--- src/rtl/neuron_mac.sv ---
// neuron_mac: Q8.24 dot product of N_IN x/w pairs plus bias, saturated, for a downstream tanh stage
module neuron_mac #(
  parameter int WIDTH = 32,
  parameter int FL = 24,
  parameter int N_IN = 4
) (
  input  logic             clk,
  input  logic             rst,
  input  logic             en,
  input  logic             in_valid,
  output logic             in_ready,
  input  logic [WIDTH-1:0] x,
  input  logic [WIDTH-1:0] w,
  input  logic [WIDTH-1:0] bias,
  output logic             out_valid,
  output logic [WIDTH-1:0] y
);
  typedef enum logic [1:0] {ACCUM, DRAIN, BIAS, DONE} state_t;
  localparam int CW = $clog2(N_IN);
  localparam logic [WIDTH-1:0] MAX = {1'b0, {(WIDTH-1){1'b1}}};
  localparam logic [WIDTH-1:0] MIN = {1'b1, {(WIDTH-1){1'b0}}};
  state_t state, state_n;
  logic [CW-1:0] count;
  logic [WIDTH-1:0] prod_reg, prod_sat, sum_sat;
  logic p_vld, accept, last;
  logic signed [WIDTH+7:0] acc;
  logic signed [2*WIDTH-1:0] prod_full, prod_sh;
  logic signed [WIDTH+8:0] sum;
  logic [WIDTH:0] prod_hi;
  logic [9:0] sum_hi;
  assign in_ready = en && (state == ACCUM);
  assign accept = en && in_valid && in_ready;
  assign last = count == CW'(N_IN - 1);
  assign prod_full = $signed(x) * $signed(w);
  assign prod_sh = prod_full >>> FL;
  // value fits in WIDTH bits only when everything above the sign bit is a sign copy
  assign prod_hi = prod_sh[2*WIDTH-1:WIDTH-1];
  assign prod_sat = (prod_hi == '0 || prod_hi == '1) ? prod_sh[WIDTH-1:0] : (prod_sh[2*WIDTH-1] ? MIN : MAX);
  assign sum = {acc[WIDTH+7], acc} + {{9{bias[WIDTH-1]}}, bias};
  assign sum_hi = sum[WIDTH+8:WIDTH-1];
  assign sum_sat = (sum_hi == '0 || sum_hi == '1) ? sum[WIDTH-1:0] : (sum[WIDTH+8] ? MIN : MAX);
  always_comb begin
    state_n = state;
    state_n = state == ACCUM ? ((accept && last) ? DRAIN : ACCUM) :
              state == DRAIN ? BIAS :
              state == BIAS  ? DONE : ACCUM;
  end
  always_ff @(posedge clk) begin
    if (rst) begin
      state <= ACCUM;
      count <= '0;
      prod_reg <= '0;
      p_vld <= 1'b0;
      acc <= '0;
      y <= '0;
      out_valid <= 1'b0;
    end else if (en) begin
      state <= state_n;
      count <= accept ? (last ? '0 : count + 1'b1) : count;
      prod_reg <= accept ? prod_sat : prod_reg;
      p_vld <= accept;
      acc <= state == DONE ? '0 : p_vld ? acc + {{8{prod_reg[WIDTH-1]}}, prod_reg} : acc;
      y <= state == BIAS ? sum_sat : y;
      out_valid <= state == DONE;
    end
  end
endmodule

--- config.mk ---
export PLATFORM = sky130hd
export DESIGN_NAME = neuron_mac
export DESIGN_NICKNAME = d
export VERILOG_FILES = /design/src/rtl/neuron_mac.sv
export SDC_FILE = /design/constraint.sdc
export NUM_CORES = 2
export LEC_CHECK = 0
export CORE_UTILIZATION = 49
export DETAILED_ROUTE_END_ITERATION = 6
export PLACE_DENSITY_LB_ADDON = 0.2
export SLEW_MARGIN = 20
export SYNTH_ARGS = -nofsm -noshare
export SYNTH_HDL_FRONTEND = slang
export SYNTH_SLANG_ARGS = --single-unit
--- constraint.sdc ---
create_clock -name clk -period 14.9 [get_ports clk]
set_input_delay 2.98 -clock clk [delete_from_list [all_inputs] [get_ports clk]]
set_output_delay 2.98 -clock clk [all_outputs]
set_load 0.005 [all_outputs]
==> results.sh <==
export IMPL_layout_nets=6151
export IMPL_syn_area_mm2=0.0435
export IMPL_synthCells=4745
export IMPL_io_pins=134
export IMPL_die_area_mm2=0.0900
export IMPL_yosys_warnings=0
export IMPL_grtUsageTotal_pct=26.8
export IMPL_cts_resized=0
export IMPL_synth_seq_cells=110
export IMPL_maxCapViolCount=0
export IMPL_path_class="primary input to flip-flop"
export IMPL_end_kind="flip-flop"
export IMPL_cts_root_buffer="clkbuf_16"
export IMPL_avgSynthCellArea_um2=9.17
export IMPL_worstPathArrival_ns=13.09
export IMPL_coreArea_mm2=0.0873
export IMPL_slew_headroom_pct=26.6
export IMPL_hpwlAfterDp_mm=92.9
export IMPL_ys_seq_area_share_pct=5.06
export IMPL_grt_max_degree=48
export IMPL_io_buffers=133
export IMPL_routabilityCongestion=0.898
export IMPL_post_cts_setup_buffers=0
export IMPL_crit_required_ns=15.19
export IMPL_drive_above_1_share_pct=2.89
export IMPL_finalSetupTns_ns=0
export IMPL_drt_pass1_iter_count=5
export IMPL_async_reset_ff_share_pct=0
export IMPL_cp_max_fo=31
export IMPL_final_cell_mix="1,083 x fa_1, 980 x inv_1, 608 x nand2_1"
export IMPL_start_kind="primary input"
export IMPL_min_path_type="flip-flop to flip-flop"
export IMPL_grt_pass1_vias=34500
export IMPL_dr_max_layer_used="met5"
export IMPL_post_drt_wl_per_cell_um=19.6
export IMPL_drt_iter0_markers=2016
export IMPL_via_per_inst=5.46
export IMPL_grt_remaining_overflow=0
export IMPL_dr_wl_met3_mm=5.68
export IMPL_wl_met1_mm=49.0
export IMPL_area_growth_pct=5.79
export IMPL_dr_wl_met2_mm=57.2
export IMPL_synth_edff_count=0
export IMPL_largest_reg_flops=40
export IMPL_cts_sinks=110
export IMPL_antenna_left=0
export IMPL_layout_commonest_cell="fa_1"
export IMPL_cts_tree="done"
export IMPL_period_needed_ns=12.80
export IMPL_synth_nets=6192
export IMPL_start_util_pct=49.8
export IMPL_status="finished clean"
export IMPL_setup_viol=0
export IMPL_worstMarginPinSlew_ns=1.10
export IMPL_slew_viol_final=0
export IMPL_route_detailed_drc=0
export IMPL_rows=108
export IMPL_fmax_ghz=0.0781
export IMPL_finalCritPeriodShare_pct=85.9
export IMPL_antenna_found_initial=3
export IMPL_clock_skew_ns=0.0121
export IMPL_cts_inserted_buffers=9
export IMPL_finalHoldViolCount=0
export IMPL_synthFlopType="dfxtp_1"
export IMPL_die_height_um=300
export IMPL_clock_path_buffers=2
export IMPL_cts_hold_buf=0
export IMPL_cts_htree_levels=3
export IMPL_clk_latency_ns=0.36
export IMPL_rsz0062_at_grt="false"
export IMPL_path_clk_slew_ns=0.08
export IMPL_grt_pass1_wl_mm=189
export IMPL_worst_r2r_setup_slack_ns=10.66
export IMPL_fp_dieW_um=300
export IMPL_yosysUniqueCellTypes=89
export IMPL_finalWirelength_mm=115
export IMPL_dr_total_vias=32000
## final cells by class
type | instances | area (µm²)
fillers | 8123 | 41300
multi-input cells | 3406 | 36700
inverters | 982 | 3690
flip-flops and latches | 110 | 2200
repair buffers | 195 | 1720
well taps | 1155 | 1450
clock buffers | 9 | 225
clock inverters | 7 | 80.1
diodes | 1 | 2.50
## cells in the mapped netlist, drive strengths merged (18+ instances only)
master  number  share of area, %
a22oi       35              0.60
a221o       33              0.76
o21ai       87               1.0
and3        19              0.27
ha         264               7.6
fa        1083                50
xor2        31              0.62
nor2       129               1.1
and2       503               7.2
a21oi      142               1.7
clkbuf     232               2.0
a211oi      19              0.36
dfxtp      110               5.1
nand3       44              0.51
inv        982               8.5
o21bai      24              0.41
nand2      608               5.2
nor3        31              0.38
a31oi       30              0.43
xnor2       73               1.5
a21o        53              0.91
nand2b      18              0.26
## cell families (layout without fill, tap and decap cells)
family / after synthesis / after routing / synth area share [%]
and+or+nand+nor: 1416 / 1416 / 16.1
adders and majority gates: 1347 / 1347 / 57.4
buffers and inverters: 1229 / 1193 / 10.7
AOI/OAI and AO/OA: 533 / 533 / 8.45
DFF: 110 / 110 / 5.06
xor gates and xnor gates: 104 / 104 / 2.09
muxes: 6 / 6 / 0.141
other: 0 / 1 / 0
## routing by layer
metal	global-route usage [%]	vias to the layer above
li1	-	14300
met1	35.7	16700
met2	46.6	883
met3	2.68	175
met4	7.14	2
met5	0	-
## critical path, cell delays in order
cell             delay, ns
clkdlybuf4s50_1       0.93
nand2_1               0.19
inv_1                 0.17
fa_1                  0.46
fa_1                  0.51
fa_1                  0.89
inv_1                 0.24
fa_1                  0.92
inv_1                 0.41
fa_1                  0.56
fa_1                  0.57
fa_1                  0.43
fa_1                  0.47
ha_1                  0.34
a21o_1                0.17
a21o_1                0.18
a2111oi_2             0.36
o31ai_1               0.20
or3_1                 0.42
nor3_4                0.23
nor3_1                0.11
or4_1                 0.51
a21oi_1               0.25
o41ai_4               0.11
buf_4                 0.25
a21oi_1               0.18
## per-stage QoR
step / worst slack, ns / hold slack, ns / utilization [%] / area, µm² / cells
3_3_place_gp: 1.90 / 0.446 / 52.4 / 45700 / 5848
3_5_place_dp: 1.76 / 0.465 / 52.4 / 45700 / 5848
5_1_grt: 1.60 / 0.493 / 52.7 / 46000 / 5864
4_1_cts: 2.11 / 0.476 / 52.7 / 46000 / 5864
6_report: 2.10 / 0.476 / 52.7 / 46000 / 5865
2_1_floorplan: 3.51 / 0.440 / - / 43500 / 4745
## worst paths after layout
| path | start | end | depth (start not counted) |
|---|---|---|---|
| max | x[31] | prod_reg[16]$_SDFFE_PP0P_ | 26 |
| max reg2reg | acc[1]$_SDFFE_PP0P_ | y[13]$_SDFFE_PP0P_ | 12 |
| min reg2reg | count[1]$_SDFFE_PP0P_ | count[1]$_SDFFE_PP0P_ | 2 |
| min | count[1]$_SDFFE_PP0P_ | count[1]$_SDFFE_PP0P_ | 2 |
Power is not shown: default switching activity piles up to over one toggle a cycle in this logic, so the estimate is an artifact.
